$ cat config.mk
export PLATFORM = sky130hd
export DESIGN_NAME = io_debounce_bank
export DESIGN_NICKNAME = d
export VERILOG_FILES = /design/src/rtl/io_db_pkg.sv /design/src/rtl/io_db_channel.sv /design/src/rtl/io_debounce_bank.sv
export SDC_FILE = /design/constraint.sdc
export NUM_CORES = 1
export LEC_CHECK = 0
export ABC_AREA = 1
export BUFFER_PORTS_ARGS = -buffer_cell sky130_fd_sc_hd__buf_2
export CAP_MARGIN = 10
export CORE_MARGIN = 2
export CORE_UTILIZATION = 55
export CTS_BUF_LIST = sky130_fd_sc_hd__clkbuf_8
export CTS_CLUSTER_DIAMETER = 30
export DETAILED_ROUTE_END_ITERATION = 8
export GPL_ROUTABILITY_DRIVEN = 0
export PLACE_DENSITY = 0.73
export SLEW_MARGIN = 20
export SYNTH_ARGS = -nofsm -noshare
export SYNTH_HDL_FRONTEND = slang
export SYNTH_HIERARCHICAL = 1
export SYNTH_SLANG_ARGS = --single-unit
$ cat constraint.sdc
create_clock -name clk_i -period 1.75 [get_ports clk_i]
set_input_delay 0.0875 -clock clk_i [delete_from_list [all_inputs] [get_ports clk_i]]
set_output_delay 0.0875 -clock clk_i [all_outputs]
set_load 0.01 [all_outputs]
$ cat src/rtl/io_db_pkg.sv
// Shared defaults and board channel map for the IO debounce bank.
// Channel order matches the FPGA top-level raw input bus: SW[16:0], KEY[3:0], reset switch.
package io_db_pkg;

  localparam int DEF_NUM_CH      = 22;
  localparam int DEF_SYNC_STAGES = 2;
  localparam int DEF_DB_CYCLES   = 500000;
  localparam int DEF_CNT_W       = 20;
  localparam int DEF_HOLD_CYCLES = 2500000;

  localparam int CH_SW0  = 0,  CH_SW1  = 1,  CH_SW2  = 2,  CH_SW3  = 3;
  localparam int CH_SW4  = 4,  CH_SW5  = 5,  CH_SW6  = 6,  CH_SW7  = 7;
  localparam int CH_SW8  = 8,  CH_SW9  = 9,  CH_SW10 = 10, CH_SW11 = 11;
  localparam int CH_SW12 = 12, CH_SW13 = 13, CH_SW14 = 14, CH_SW15 = 15;
  localparam int CH_SW16 = 16;
  localparam int CH_KEY0 = 17, CH_KEY1 = 18, CH_KEY2 = 19, CH_KEY3 = 20;
  localparam int CH_RST  = 21;

  // KEY buttons are active low, so their idle level is 1.
  localparam logic [DEF_NUM_CH-1:0] KEY_IDLE_LVL = 22'h1E_0000;

  function automatic int cnt_width(input int cycles);
    return $clog2(cycles + 1);
  endfunction

endpackage

$ cat src/rtl/io_db_channel.sv
// One input-conditioning slice: synchroniser, stability-count debounce and
// registered rise/fall pulses that coincide with the first cycle of a new level.
module io_db_channel
  import io_db_pkg::*;
#(
  parameter int   SYNC_STAGES = DEF_SYNC_STAGES,
  parameter int   DB_CYCLES   = DEF_DB_CYCLES,
  parameter int   CNT_W       = DEF_CNT_W,
  parameter logic INIT_LVL    = 1'b0
) (
  input  logic clk_i,
  input  logic rst_i,
  input  logic raw_i,
  output logic level_o,
  output logic rise_o,
  output logic fall_o
);

  localparam logic [CNT_W-1:0] CNT_LAST = CNT_W'(DB_CYCLES - 1);

  logic [SYNC_STAGES-1:0] sync_r;
  logic [CNT_W-1:0]       cnt;
  logic                   sync_q;

  assign sync_q = sync_r[SYNC_STAGES-1];

  always_ff @(posedge clk_i) begin
    if (rst_i) begin
      sync_r  <= {SYNC_STAGES{INIT_LVL}};
      level_o <= INIT_LVL;
      cnt     <= '0;
      rise_o  <= 1'b0;
      fall_o  <= 1'b0;
    end else begin
      sync_r <= {sync_r[SYNC_STAGES-2:0], raw_i};
      rise_o <= 1'b0;
      fall_o <= 1'b0;
      // Any agreeing sample restarts the stability window.
      if (sync_q == level_o) begin
        cnt <= '0;
      end else if (cnt == CNT_LAST) begin
        level_o <= sync_q;
        cnt     <= '0;
        rise_o  <= sync_q;
        fall_o  <= ~sync_q;
      end else begin
        cnt <= cnt + 1'b1;
      end
    end
  end

endmodule

$ cat src/rtl/io_debounce_bank.sv
// Debounced input bank feeding the core's IO inputs and IO status word.
// Define IO_DB_HOLD_RST_EN to add the long-press reset request on channel RST_CH.
module io_debounce_bank
  import io_db_pkg::*;
#(
  parameter int                NUM_CH      = DEF_NUM_CH,
  parameter int                SYNC_STAGES = DEF_SYNC_STAGES,
  parameter int                DB_CYCLES   = DEF_DB_CYCLES,
  parameter int                CNT_W       = DEF_CNT_W,
  parameter logic [NUM_CH-1:0] INIT_LVL    = '0,
  parameter int                RST_CH      = CH_RST,
  parameter int                HOLD_CYCLES = DEF_HOLD_CYCLES
) (
  input  logic              clk_i,
  input  logic              rst_i,
  input  logic [NUM_CH-1:0] raw_i,
  output logic [NUM_CH-1:0] level_o,
  output logic [NUM_CH-1:0] rise_o,
  output logic [NUM_CH-1:0] fall_o,
  output logic [NUM_CH-1:0] evt_o,
  input  logic [NUM_CH-1:0] evt_clr_i,
  output logic              rst_req_o
);

  if (SYNC_STAGES < 2 || SYNC_STAGES > 4) begin : g_bad_sync
    $error("io_debounce_bank: SYNC_STAGES must be 2..4");
  end
  if (DB_CYCLES < 1 || CNT_W < cnt_width(DB_CYCLES - 1)) begin : g_bad_db
    $error("io_debounce_bank: DB_CYCLES must be >= 1 and fit in CNT_W");
  end
  if (RST_CH < 0 || RST_CH >= NUM_CH || HOLD_CYCLES < 1) begin : g_bad_hold
    $error("io_debounce_bank: RST_CH out of range or HOLD_CYCLES < 1");
  end

  for (genvar i = 0; i < NUM_CH; i++) begin : g_ch
    io_db_channel #(
      .SYNC_STAGES (SYNC_STAGES),
      .DB_CYCLES   (DB_CYCLES),
      .CNT_W       (CNT_W),
      .INIT_LVL    (INIT_LVL[i])
    ) u_ch (
      .clk_i   (clk_i),
      .rst_i   (rst_i),
      .raw_i   (raw_i[i]),
      .level_o (level_o[i]),
      .rise_o  (rise_o[i]),
      .fall_o  (fall_o[i])
    );
  end

  // A rise in the same cycle as a clear must not be lost.
  always_ff @(posedge clk_i) begin
    if (rst_i) begin
      evt_o <= '0;
    end else begin
      evt_o <= rise_o | (evt_o & ~evt_clr_i);
    end
  end

`ifdef IO_DB_HOLD_RST_EN
  localparam int              HOLD_W   = cnt_width(HOLD_CYCLES);
  localparam logic [HOLD_W-1:0] HOLD_MAX = HOLD_W'(HOLD_CYCLES);

  logic [HOLD_W-1:0] hold_cnt;
  logic [HOLD_W-1:0] hold_nxt;

  always_comb begin
    hold_nxt = '0;
    if (level_o[RST_CH]) begin
      hold_nxt = (hold_cnt == HOLD_MAX) ? hold_cnt : hold_cnt + 1'b1;
    end
  end

  // Request is registered from the next count so it rises with the count reaching HOLD_MAX.
  always_ff @(posedge clk_i) begin
    if (rst_i) begin
      hold_cnt  <= '0;
      rst_req_o <= 1'b0;
    end else begin
      hold_cnt  <= hold_nxt;
      rst_req_o <= (hold_nxt == HOLD_MAX);
    end
  end
`else
  assign rst_req_o = 1'b0;
`endif

endmodule
Word level (Yosys, flattened, before mapping). Cells that the tools add are included.

Memory bits (read-only): 0. Bits in writable memories: 0. Latch bits: 0. Memories kept: 0. Bits of input ports: 46. Output and inout port bits: 89. Register bits after elaboration: 572.

Shifts and indexed selects: 0. Multipliers: 0. Reduce and logical (&&, ||, !) cells: 66. $add $sub $neg: 22. Equality and inequality tests: 44. Div/mod/pow operators: 0. Muxes and demuxes: 0. Magnitude comparators: 0. Bitwise gates (word level): 69.

Operator list (number): $add A20 B1 Y20 const B (22); $eq A20 B19 Y1 const B (22); $reduce_or A3 Y1 (44); $not A1 Y1 (66); $reduce_and A2 Y1 (22); $and A22 B22 Y22 (1); $eq A1 B1 Y1 (22); $not A22 Y22 (1); $or A22 B22 Y22 (1).

Logic depth before layout (Yosys ltp).
Depth after elaboration: 3. Depth in mapped cells: 8. Mapped depth without buffers: 8.

Cells and area by module. The synthesis kept the hierarchy.

Modules (own cells, without submodules): io_db_channel at g_ch[0].u_ch ... (area an instance 1300.0 µm², cells each 187, times used 21); io_db_channel at g_ch[9].u_ch (area an instance 1201.2 µm², cells each 177, times used 1); io_debounce_bank (area an instance 832.0 µm², cells each 114, times used 1).

Worst setup path after synthesis. OpenSTA, ideal clock, no wires.

Kind: register -> register. Start: reg g_ch[0].u_ch.cnt[0]. End: reg g_ch[0].u_ch.cnt[11]. Path buffers: 1. Cell stages (with the launch flop): 8. Data arrival time: 1.267 ns. Path slack: 0.368 ns. Cells stage by stage: dfxtp_1 > ha_1 > nand3_2 > nor2_2 > nand3_2 > nand2_4 > buf_12 > nor2_2.

Word-level cells in the longest chain between the ends: 2. Elaborated cells between the ends (all ways): 3. Those cells by class: add/sub: 1; eq/ne: 1; reduce/logical: 1.

Ends and longest elaborated chain: start, declared (line io_db_channel.sv:22) `logic [CNT_W-1:0] cnt;`; start signal, assigned (line io_db_channel.sv:47) `cnt <= cnt + 1'b1;`; branches (longest 2 deep; another with $add A20 B1 Y20).

Parallel ways; which one is timed is not known. A chain may end at the register's enable or synchronous reset.

Worst setup path in the final report.
Start: reg g_ch[15].u_ch.cnt[0]. End: reg g_ch[15].u_ch.cnt[10].

Word-level cells in the longest chain between the ends: 2. Elaborated cells between the ends (all ways): 3. Those cells by class: add/sub: 1; eq/ne: 1; reduce/logical: 1.

Ends and longest elaborated chain (line): start, declared (io_db_channel.sv:22); start signal, assigned (io_db_channel.sv:47); branches (longest 2 deep; another with $add A20 B1 Y20).

Parallel ways; which one is timed is not known.

==> flow_metrics.env <==
export IMPL_outcome="finished clean"
export IMPL_cts_sinks=572
export IMPL_die_w_um=235
export IMPL_drive_above_1_share_pct=19.5
export IMPL_yosysSeqAreaShare_pct=39.0
export IMPL_num_rows=84
export IMPL_hold_ws_ns=0.129
export IMPL_syn_to_final_growth_pct=16.8
export IMPL_core_area_um2=52700
export IMPL_vias_per_cell=4.95
export IMPL_h_tree_depth=3
export IMPL_cts_tree="yes"
export IMPL_power_frac_clock_pct=54.6
export IMPL_fmax_ghz=0.633
export IMPL_antenna_found_initial=0
export IMPL_syn_instance_count=4218
export IMPL_drt_initial_drc_count=1278
export IMPL_swShare_pct=21.9
export IMPL_setup_viol=0
export IMPL_cp_top_family="simple AND/OR/NAND/NOR gates"
export IMPL_skew_ns=0.0215
export IMPL_finalCritPeriodShare_pct=90.3
export IMPL_fin_cells=5334
export IMPL_synth_top_area_share_pct=39.0
export IMPL_synthTopCellsByCount="nand2_1, nor2_1, dfxtp_1, inv_1, nor2_2"
export IMPL_die_area_um2=55200
export IMPL_hold_path_end="g_ch[3].u_ch/sync_r[0]"
export IMPL_slew_violations=0
export IMPL_clk_latency_ns=0.71
export IMPL_peakVddDrop_uv=1090
export IMPL_p_seq_share_pct=43.6
export IMPL_hold_path_class="in2reg"
export IMPL_cts_buffer_depth=3
export IMPL_leakage_nw=11.1
export IMPL_worstPathArrival_ns=2.16
export IMPL_ys_types=27
export IMPL_place_inst=5028
export IMPL_p_switching_mw=6.59
export IMPL_grt_pass1_vias=25032
export IMPL_routed_wl_um=62300
export IMPL_slowest_stage="dfxtp_1"
export IMPL_cp_cell_sequence="ha_1, nand3_2, nor2_2, nand3_2, nand2_4, a21oi_1"
export IMPL_required_ns=2.33
export IMPL_ys_flop_type="dfxtp_1"
export IMPL_async_reset_ff_share_pct=0
export IMPL_cts_setup_buffers=0
export IMPL_combPwrFrac_pct=1.8
export IMPL_synth_top_area_cell="dfxtp_1"
export IMPL_dp_hpwl_um=44600
export IMPL_fillers=4716
export IMPL_rr_endpoint="g_ch[15].u_ch/cnt[10]"
export IMPL_initial_core_util_pct=55.7
export IMPL_grt_max_degree=29
export IMPL_ys_ff_latch=572
export IMPL_synth_most_common_cell="nand2_1"
export IMPL_cpPeakStageDelay_ns=0.38
export IMPL_synth_warnings=6
export IMPL_syn_nets=4286
export IMPL_grt_pass1_wl_um=109000
export IMPL_r2r_start="g_ch[15].u_ch/cnt[0]"
export IMPL_rr_worst_depth=6
export IMPL_synth_edf_count=0
export IMPL_numCtsBuffers=117
export IMPL_internal_power_mw=23.5
export IMPL_numPortBuffers=133
export IMPL_end_kind="register"
export IMPL_wl_per_cell_um=11.7
export IMPL_cap_viol_max_count=0
export IMPL_synth_area_per_cell_um2=6.95
export IMPL_path_buf_inv=0
export IMPL_rsz0062_at_grt="no"
export IMPL_ios=135
export IMPL_hp_start="raw_i[3]"
export IMPL_syn_area_um2=29300
export IMPL_period_needed_ns=1.58
export IMPL_final_nets=4610
export IMPL_vias=26377
export IMPL_fin_tns_setup_ns=0
export IMPL_grt_overflow_total=0
export IMPL_root_buffer="clkbuf_8"
export IMPL_die_h_um=235
export IMPL_ant_nets=0
export IMPL_worstSetupStartpointType="register"
export IMPL_synthTopCellsByArea="dfxtp_1, nand2_1, nor2_1, inv_1, nor2_2"
export IMPL_drtPass1Iterations=6
export IMPL_drc=0
export IMPL_groute_usage_overall_pct=22.4
export IMPL_power_density_cell_area_nw_per_um2=878
export IMPL_clk_pin_slew_ns=0.06
export IMPL_r2r_slack_ns=0.17
export IMPL_critPathMaxFanout=18
export IMPL_worstHoldPathCells=4
export IMPL_worst_path_most_repeated_cell="nand3_2"
export IMPL_critPathKind="reg2reg"
export IMPL_finalHoldViolations=0
## worst max-delay path by stage
stage                     slack, ns            startpoint  cells past startpoint                    end
after floorplan                0.37   g_ch[0].u_ch/cnt[0]                      7   g_ch[0].u_ch/cnt[11]
after global placement         0.25  g_ch[16].u_ch/cnt[0]                      6   g_ch[16].u_ch/cnt[9]
after detailed placement       0.18  g_ch[15].u_ch/cnt[0]                      6  g_ch[15].u_ch/cnt[14]
after CTS                      0.13   g_ch[6].u_ch/cnt[0]                      6   g_ch[6].u_ch/cnt[15]
after global routing           0.02  g_ch[16].u_ch/cnt[0]                      6  g_ch[16].u_ch/cnt[14]
final                          0.17  g_ch[15].u_ch/cnt[0]                      6  g_ch[15].u_ch/cnt[10]
## logic make-up after synthesis
kind of cell	share of synthesized area (%)
flip-flops	39.0
AO/OA/AOI/OAI	7.50
AND/OR/NAND/NOR	38.8
adder cells (fa/ha/maj)	0.938
other	0.0128
XOR/XNOR	4.03
buffers and inverters	9.64
## layout by cell type (no fill, tap or decap), types with 46 or more instances in the layout
cell type / netlist / routed
nand2_1: 882 / 882
nor2_1: 610 / 610
dfxtp_1: 572 / 572
inv_1: 545 / 560
nor2_2: 296 / 296
nand3_1: 285 / 285
a21oi_1: 220 / 220
nand4_1: 150 / 150
buf_2: 0 / 132
clkbuf_8: 0 / 127
xor2_1: 89 / 89
o21ai_0: 87 / 87
inv_2: 84 / 84
dlygate4sd3_1: 0 / 83
nor3_1: 66 / 66
a21oi_2: 63 / 63
xnor2_1: 46 / 46
## routing by layer
| metal | wire length, um | vias to the layer above | global-route usage (%) |
|---|---|---|---|
| li1 | - | 14019 | - |
| met1 | 29200 | 11802 | 28.5 |
| met2 | 29500 | 458 | 38.5 |
| met3 | 2550 | 98 | 4.16 |
| met4 | 1080 | 0 | 6.33 |
| met5 | 0 | - | 0 |
## power groups by stage
stage          sequential (mW)  combinational [mW]  clock, mW
6_report                  13.1               0.535       16.4
5_1_grt                   13.1               0.598       17.5
4_1_cts                   13.1               0.530       16.9
3_5_place_dp              13.4               0.419          0
3_3_place_gp              13.4               0.412          0
2_1_floorplan             13.4               0.321          0
## state kept, by name (all words and copies together) (netlist names)
signal,count
evt_o,22
g_ch.u_ch/sync_r,44
g_ch.u_ch/fall_o,22
g_ch.u_ch/rise_o,22
g_ch.u_ch/level_o,22
g_ch.u_ch/cnt,440
## worst min-delay path: stages
cell and delay (ns):
dlygate4sd3_1 0.52, buf_2 0.09, inv_1 0.03, nor2_1 0.07
## final cells by class
| type | count | area, um^2 | share of cell area [%] |
|---|---|---|---|
| multi-input cells | 2991 | 15100 | 44.0 |
| clock inverters | 95 | 1130 | 3.29 |
| repair buffers | 231 | 1650 | 4.81 |
| diodes | 1 | 2.50 | 0.00730 |
| inverters | 629 | 2360 | 6.89 |
| clock buffers | 127 | 1750 | 5.10 |
| flip-flops and latches | 572 | 11500 | 33.4 |
| well taps | 688 | 861 | 2.51 |
## metrics by stage
| stage | power (mW) | setup slack, ns | utilization, % | cell area, um^2 |
|---|---|---|---|---|
| after floorplan | 13.7 | 0.368 | - | 29300 |
| after global placement | 13.8 | 0.249 | 58.0 | 30500 |
| after detailed placement | 13.8 | 0.178 | 58.0 | 30500 |
| after CTS | 30.5 | 0.134 | 65.1 | 34300 |
| after global routing | 31.3 | 0.0224 | 65.1 | 34300 |
| final | 30.1 | 0.170 | 65.1 | 34300 |
## repair_timing
item,4_1_cts,5_1_grt
endpoints found under the setup margin,0,2
hold endpoints to repair,91,0
resized for setup,0,1
hold buffers,83,0
No activity file was read; power rests on OpenSTA's default activity.
